==> config.mk <==
export PLATFORM = sky130hd
export DESIGN_NAME = instr_pipe
export DESIGN_NICKNAME = d
export VERILOG_FILES = /design/src/rtl/instr_pipe.sv
export SDC_FILE = /design/constraint.sdc
export NUM_CORES = 1
export LEC_CHECK = 0
export BUFFER_PORTS_ARGS = -buffer_cell sky130_fd_sc_hd__clkbuf_2
export CAP_MARGIN = 20
export CORE_MARGIN = 3
export CORE_UTILIZATION = 42
export DETAILED_ROUTE_END_ITERATION = 8
export PLACE_DENSITY = 0.76
export SYNTH_ARGS = -nofsm -noshare
export SYNTH_HDL_FRONTEND = slang
export SYNTH_SLANG_ARGS = --single-unit
==> constraint.sdc <==
create_clock -name CLK -period 0.9 [get_ports CLK]
set_input_delay 0.225 -clock CLK [delete_from_list [all_inputs] [get_ports CLK]]
set_output_delay 0.225 -clock CLK [all_outputs]
set_load 0.005 [all_outputs]
==> src/rtl/instr_pipe.sv <==
// One pipeline-stage register for an instruction word, its PC and a valid bit,
// with stall (hold) and flush (bubble). Optional parity when INSTR_PIPE_PARITY_EN is defined.
module instr_pipe #(
  parameter int unsigned         INSTR_W  = 11,
  parameter int unsigned         PC_W     = 6,
  parameter logic [INSTR_W-1:0]  NOP_WORD = '0
) (
  input  logic               CLK,
  input  logic               RST_N,
  input  logic               STALL,
  input  logic               FLUSH,
  input  logic               VALID_IN,
  input  logic [INSTR_W-1:0] INSTR_IN,
  input  logic [PC_W-1:0]    COUNTER_IN,
`ifdef INSTR_PIPE_PARITY_EN
  input  logic               PARITY_IN,
  output logic               PARITY_OUT,
  output logic               PARITY_ERR,
`endif
  output logic               VALID_OUT,
  output logic [INSTR_W-1:0] INSTR_OUT,
  output logic [PC_W-1:0]    COUNTER_OUT
);

  logic               r_valid;
  logic [INSTR_W-1:0] r_instr;
  logic [PC_W-1:0]    r_counter;

  // Flush beats stall; the PC still moves on a flush so bubbles stay traceable.
  always_ff @(posedge CLK or negedge RST_N) begin
    if (!RST_N) begin
      r_valid   <= 1'b0;
      r_instr   <= NOP_WORD;
      r_counter <= '0;
    end else if (FLUSH) begin
      r_valid   <= 1'b0;
      r_instr   <= NOP_WORD;
      r_counter <= COUNTER_IN;
    end else if (!STALL) begin
      r_valid   <= VALID_IN;
      r_instr   <= INSTR_IN;
      r_counter <= COUNTER_IN;
    end
  end

  assign VALID_OUT   = r_valid;
  assign INSTR_OUT   = r_instr;
  assign COUNTER_OUT = r_counter;

`ifdef INSTR_PIPE_PARITY_EN
  localparam logic NOP_PAR = ^NOP_WORD;

  logic r_parity;
  logic r_parity_err;
  logic w_parity_in;

  assign w_parity_in = ^INSTR_IN;

  // Parity tracks INSTR_OUT; the error flag is checked only on valid loads.
  always_ff @(posedge CLK or negedge RST_N) begin
    if (!RST_N) begin
      r_parity     <= NOP_PAR;
      r_parity_err <= 1'b0;
    end else if (FLUSH) begin
      r_parity     <= NOP_PAR;
      r_parity_err <= 1'b0;
    end else if (!STALL) begin
      r_parity     <= w_parity_in;
      r_parity_err <= VALID_IN & (PARITY_IN != w_parity_in);
    end
  end

  assign PARITY_OUT = r_parity;
  assign PARITY_ERR = r_parity_err;
`endif

endmodule

==> metrics.yaml, run 1 <==
yosys:
  synth-seq-cells: 18
  yosysUniqueCellTypes: 8
  cell_area_after_synthesis_sq_um: 734
  yosys.area.top_type_share_pct: 61.3
  synthesis.nets: 74
  seq_area_frac_synth_pct: 61.3
  yosysWarningCount: 0
  syn_inst: 52
  synth_top_cell_by_area: "dfrtp_1"
  post_synth.cell_area_avg_sq_um: 14.1
  ys_top_cells_by_area: "dfrtp_1 61%, mux2i_1 16%, mux2_4 12%"
finish:
  layout-area-overhead-vs-synth_pct: 42.2
  layout-drive-gt1-share_pct: 56.9
  layout.core_utilization_pct: 66.3
  insertedDiodeCount: 0
  final_nets: 125
  filler_cell_count: 128
timing:
  max_freq_ghz: 0.972
  worst-slew-pin-transition_ns: 0.436
  slew_violations: 0
  clock_skew_ns: 0
  rsz0062_at_grt: "yes"
  final-setup-viol-count: 18
  setup_ws_ns: -0.129
  post-route-period-util_pct: 114
  hold-worst-slack_ns: 0.169
  finalCriticalPeriod_ns: 1.03
  finalHoldViolCount: 0
  timing.slew.headroom_pct: 70.9
floorplanning:
  floorplan.initialDensity_pct: 46.6
  design.core.area_sq_um: 1580
  die-height_um: 47.8
  die_width_um: 47.8
  core.rowCount: 14
  die-area_sq_um: 2290
  ioPinCount: 40
clock_tree:
  clk_latency_ns: 0.28
  cts-htree-levels: 1
  tritoncts.num_buffers: 3
  numClockSinks: 18
  clk_transition_reported_paths_ns: 0.10
  cts_tree: "yes"
  clock_tree.buffer_depth: 2
  clock_tree_root: "clkbuf_4"
placed_design:
  port_buffers: 39
  gp_congestion: 0.615
  dpl.hpwl_um: 1100
pwr:
  leakagePower_nw: 0.615
  worst_vdd_drop_mv: 0.982
  power_density_nw_per_um2: 1590
worst_setup_path:
  critical_path.cell_chain: "clkbuf_2"
  cp_num_buf_inv: 1
  cp.arrival_ns: 0.80
  slowest_stage: "dfrtp_1"
  slowest_delay_ns: 0.40
  setup.worst_path.class: "flop to output pin"
  critPathRequiredTime_ns: 0.67
  critical_path_peak_fanout: 2
  timing.critical_path.max_delay_family: "flip-flops"
  endpoint_kind: "output pin"
  type_of_element_launching_the_critical_path: "flop"
  reg2reg_slack_ns: 0
drt:
  detail_route.first_pass.iterations: 5
  number_of_vias_per_cell: 4.77
  wire_length_per_cell_um: 13.1
  drc_errors: 0
  detail_route.wirelength_um: 1550
  routed-via-count: 563
  detail_route.iter0.violations: 3
  ant_nets: 0
worst_hold_path:
  min-delay-path-class: "input pin to flop"
global_routing:
  groute.usage.overall_pct: 14.0
  grt_start_max_net_pins: 19
  grt_pass1_wl_um: 2180
  grt_pass1_vias: 512
  grt_antenna_before_repair: 0
  grt_overflow: 0
run_status:
  status: "finished, violations left"
  failed_checks: "setup timing"
run:
  max_cap_viol_count: 0
==> where the power goes <==
group / total (mW) / leakage [nW] / internal, mW / switching [mW]
Sequential: 0.888 / 0.229 / 0.861 / 0.0275
Clock: 0.482 / 0.0210 / 0.246 / 0.236
Combinational: 0.287 / 0.365 / 0.171 / 0.115
==> worst paths after layout <==
check / start / endpoint / cells past startpoint
min in group asynchronous: RST_N / COUNTER_OUT[5] / 2
max reg2reg: COUNTER_OUT[0] / COUNTER_OUT[0] / 2
min: COUNTER_IN[4] / COUNTER_OUT[4] / 2
max: COUNTER_OUT[0] / COUNTER_OUT[0] / 1
min reg2reg: COUNTER_OUT[1] / COUNTER_OUT[1] / 1
max in group asynchronous: RST_N / INSTR_OUT[4] / 2
==> registers in the layout, summed over array words and instances (netlist names) <==
signal	cells
VALID_OUT	1
COUNTER_OUT	6
INSTR_OUT	11
==> cells by family after synthesis <==
group                  Yosys count  share of synthesized area [%]
AND/OR/NAND/NOR                 13                           6.98
flip-flops                      18                           61.3
buffers and inverters            3                           3.07
multiplexers                    18                           28.6
==> area by class of cell <==
class	count	area, sq um	area share, %
timing repair buffer	49	277	26.5
multi-input combinational	31	262	25.0
sequential	18	450	43.1
clock buffer	4	36.3	3.47
tap	16	20.0	1.92
==> synthesized netlist by cell type, drive strengths merged <==
master / n
nand2b: 1
mux2i: 12
buf: 2
clkbuf: 1
nor2: 12
mux2: 6
dfrtp: 18
==> per-layer routing <==
layer | global-route usage [%] | vias to the layer above | routed length [um]
met4 | 4.84 | 0 | 0
met5 | 0 | - | 0
met1 | 18.3 | 268 | 622
li1 | - | 273 | -
met3 | 4.89 | 0 | 106
met2 | 21.6 | 22 | 816
==> worst register-to-register path: stages, from the launching register on <==
cell and delay (ns):
dfrtp_1 0.40, buf_4 0.14, mux2_4 0.25
==> timing repair <==
action                                 CTS  global route
resized for setup                        0             1
endpoints found under the hold margin   18             0
setup endpoints to repair               18            20
setup buffers                            2             5
pin swaps                                0             0
hold buffers                             1             0
==> layout by cell type (no fill, tap or decap) <==
cell type and n:
dlygate4sd3_1 1, clkbuf_2 39, dfrtp_1 18, mux2i_1 12, clkbuf_8 1, buf_6 1, nor2_1 12, buf_4 8
clkbuf_4 3, nand2b_1 1, mux2_4 6
==> per-stage QoR <==
step | worst slack, ns | instance area [sq um] | power, mW | setup TNS, ns | instances
6_report | -0.129 | 1040 | 1.66 | -2.00 | 118
5_1_grt | -0.169 | 1040 | 1.75 | -2.80 | 118
4_1_cts | -0.134 | 1000 | 1.65 | -2.22 | 113
3_5_place_dp | -0.222 | 942 | 1.15 | -1.72 | 106
3_3_place_gp | -0.192 | 942 | 1.14 | -1.36 | 106
2_1_floorplan | 0.00256 | 734 | 1.02 | 0 | 52
Power figures use the tool's default switching activity.
==> inputs of run 2 (changes only) <==
--- a/config.mk
+++ b/config.mk
@@ -5,12 +5,14 @@
 export SDC_FILE = /design/constraint.sdc
 export NUM_CORES = 1
 export LEC_CHECK = 0
+export ABC_AREA = 1
 export BUFFER_PORTS_ARGS = -buffer_cell sky130_fd_sc_hd__clkbuf_2
 export CAP_MARGIN = 20
 export CORE_MARGIN = 3
-export CORE_UTILIZATION = 42
+export CORE_UTILIZATION = 43
 export DETAILED_ROUTE_END_ITERATION = 8
 export PLACE_DENSITY = 0.76
 export SYNTH_ARGS = -nofsm -noshare
 export SYNTH_HDL_FRONTEND = slang
 export SYNTH_SLANG_ARGS = --single-unit
+export TNS_END_PERCENT = 50
==> metrics.yaml, run 2 <==
run_status:
  status: "finished, violations left"
  failed_checks: "setup timing"
global_routing:
  grt_start_max_net_pins: 21  # +2
  grt_overflow: 0  # unchanged
  groute.usage.overall_pct: 15.5  # +1.5 points
  grt_pass1_wl_um: 2910  # +34%
  grt_antenna_before_repair: 0  # unchanged
  grt_pass1_vias: 669  # +31%
timing:
  timing.setup.tns_ns: -1.90  # +0.0942 ns
  finalCriticalPeriod_ns: 1.02  # -0.0121 ns
  finalHoldViolCount: 0  # unchanged
  timing.slew.headroom_pct: 70.7  # -0.25 points
  worst-slew-pin-transition_ns: 0.440  # +0.00379 ns
  hold-worst-slack_ns: 0.132  # -0.0370 ns
  post-route-period-util_pct: 113  # -1.3 points
  setup_ws_ns: -0.117  # +0.0121 ns
  clock_skew_ns: 0  # unchanged
  slew_violations: 0  # unchanged
  final-setup-viol-count: 18  # unchanged
  max_freq_ghz: 0.984  # +1.2%
  rsz0062_at_grt: "yes"
clock_tree:
  cts-htree-levels: 1  # unchanged
  cts_resized: 0  # unchanged
  clk_transition_reported_paths_ns: 0.09  # about the same
  clock_tree.buffer_depth: 2  # unchanged
  numClockSinks: 18  # unchanged
  cts_tree: "yes"
  clk_latency_ns: 0.28  # about the same
  tritoncts.num_buffers: 3  # unchanged
  clock_tree_root: "clkbuf_4"
finish:
  largest_register_ff_count: 11  # unchanged
  filler_cell_count: 162  # +27%
  layout.core_utilization_pct: 66.1  # -0.20 points
  layout-area-overhead-vs-synth_pct: 35.9
  mostFrequentLayoutCells: "39 x clkbuf_2, 28 x nand3_1, 25 x nand2_1, 18 x dfrtp_1, 10 x buf_4"
  mostFrequentLayoutCell: "clkbuf_2"
  insertedDiodeCount: 0  # unchanged
  layout-drive-gt1-share_pct: 42.6  # -14 points
  final_nets: 153  # +22%
yosys:
  syn_inst: 81  # +56%
  synthesis.nets: 103  # +39%
  cell_area_after_synthesis_sq_um: 783  # +6.6%
  async_set_reset_flop_share_out_of_synthesis_pct: 100  # unchanged
  synth_edf_count: 0  # unchanged
  synth-seq-cells: 18  # unchanged
  synth.cells.most_frequent: "28 x nand3_1, 25 x nand2_1, 18 x dfrtp_1"
  synth.most_common_cell: "nand3_1"
  seq_area_frac_synth_pct: 57.5  # -3.8 points
  yosysUniqueCellTypes: 9  # +1
  dominantRegCellSynth: "dfrtp_1"
  synth_top_cell_by_area: "dfrtp_1"
  ys_top_cells_by_area: "dfrtp_1 58%, nand3_1 18%, nand2_1 12%"
  post_synth.cell_area_avg_sq_um: 9.67  # -32%
  yosysWarningCount: 0  # unchanged
  yosys.area.top_type_share_pct: 57.5  # -3.8 points
worst_setup_path:
  worstSetupPathDepth: 1  # unchanged
  critPathRequiredTime_ns: 0.67  # about the same
  endpoint_kind: "output pin"
  worst_r2r_path_depth: 3  # +1
  setup.worst_path.class: "flop to output pin"
  slowest_stage: "dfrtp_1"
  critical_path.cell_chain: "clkbuf_2"
  critical_path_peak_fanout: 2  # unchanged
  cp_num_buf_inv: 1  # unchanged
  cp.arrival_ns: 0.79  # about the same
  type_of_element_launching_the_critical_path: "flop"
  reg2reg_slack_ns: 0.15  # +0.15 ns
  slowest_delay_ns: 0.40  # about the same
  timing.critical_path.max_delay_family: "flip-flops"
floorplanning:
  die-height_um: 48.7  # +1.8%
  ioPinCount: 40  # unchanged
  die_width_um: 48.7  # +1.8%
  design.core.area_sq_um: 1610  # +2.2%
  floorplan.initialDensity_pct: 48.6  # +2.0 points
  core.rowCount: 14  # unchanged
  die-area_sq_um: 2370  # +3.7%
drt:
  detail_route.iter0.violations: 5  # +2
  number_of_vias_per_cell: 4.69  # -1.8%
  wire_length_per_cell_um: 11.3  # -14%
  ant_nets: 0  # unchanged
  drc_errors: 0  # unchanged
  routed-via-count: 717  # +27%
  detail_route.wirelength_um: 1730  # +12%
  detail_route.first_pass.iterations: 5  # unchanged
worst_hold_path:
  timing.hold.worst_path_depth: 3  # +1
  min-delay-path-class: "input pin to flop"
pwr:
  p_total_mw: 1.53  # -7.5%
  worst_vdd_drop_mv: 0.995  # +1.3%
  pwr-share-seq_pct: 57.9  # +4.3 points
  internal_power_mw: 1.15  # -10%
  share_comb_of_total_power_pct: 17.4  # about the same
  power_density_nw_per_um2: 1440  # -9.2%
  power.switching_mw: 0.382  # +0.91%
  leakagePower_nw: 0.638  # +3.9%
  power.clock.fraction_pct: 24.7  # -4.4 points
  power.share.switching_pct: 24.9  # +2.1 points
run:
  max_cap_viol_count: 0  # unchanged
placed_design:
  gp_congestion: 0.737  # +20%
  port_buffers: 39  # unchanged
## run 2: area by class of cell
cell class / instances / area, sq um / share of cell area, %
flip-flops and latches: 18 / 450 / 42.3
multi-input cells: 55 / 254 / 23.9
repair buffers: 51 / 300 / 28.2
inverters: 2 / 7.51 / 0.705
clock buffers: 3 / 22.5 / 2.12
well taps: 24 / 30.0 / 2.82
## run 2: cell families (layout without fill, tap and decap cells)
logic type	after synthesis	in the layout	share of synthesized area (%)
buffers and inverters	8	56	10.1
DFF	18	18	57.5
and+or+nand+nor	55	55	32.4
## run 2: path summary, 6_finish.rpt
path,from,endpoint
worst min-delay path,COUNTER_IN[5],COUNTER_OUT[5]
min in group asynchronous,RST_N,INSTR_OUT[9]
worst min register to register,VALID_OUT,VALID_OUT
worst max-delay path,INSTR_OUT[10],INSTR_OUT[10]
max in group asynchronous,RST_N,INSTR_OUT[2]
worst max register to register,INSTR_OUT[3],INSTR_OUT[3]
## run 2: routing by layer
layer	up-vias	share of wire (%)	track usage, %	wire (um)
li1	367	-	-	-
met3	2	6.9	3.99	119
met4	0	0.87	8.53	15
met1	323	46	19.7	794
met2	25	46	24.0	802
met5	-	0	0	0
## run 2: repair_timing
action / CTS / global route
endpoints found under the setup margin: 18 / 18
hold buffers: 1 / 0
setup buffers: 4 / 3
hold endpoints to repair: 18 / 0
## run 2: through the flow
step	area (sq um)	std cells	setup slack [ns]
floorplan	783	81	0.202
global placement	980	142	0.00898
detailed placement	980	142	-0.0323
CTS	1040	150	-0.129
global route	1060	153	-0.164
finish	1060	153	-0.117
## run 2: power by group through the flow
stage	Sequential, mW	Clock, mW	Combinational [mW]
after global routing	0.893	0.442	0.300
after detailed placement	0.905	0	0.241
after global placement	0.905	0	0.236
final	0.887	0.379	0.267
after CTS	0.888	0.400	0.261
after floorplan	0.909	0	0.113
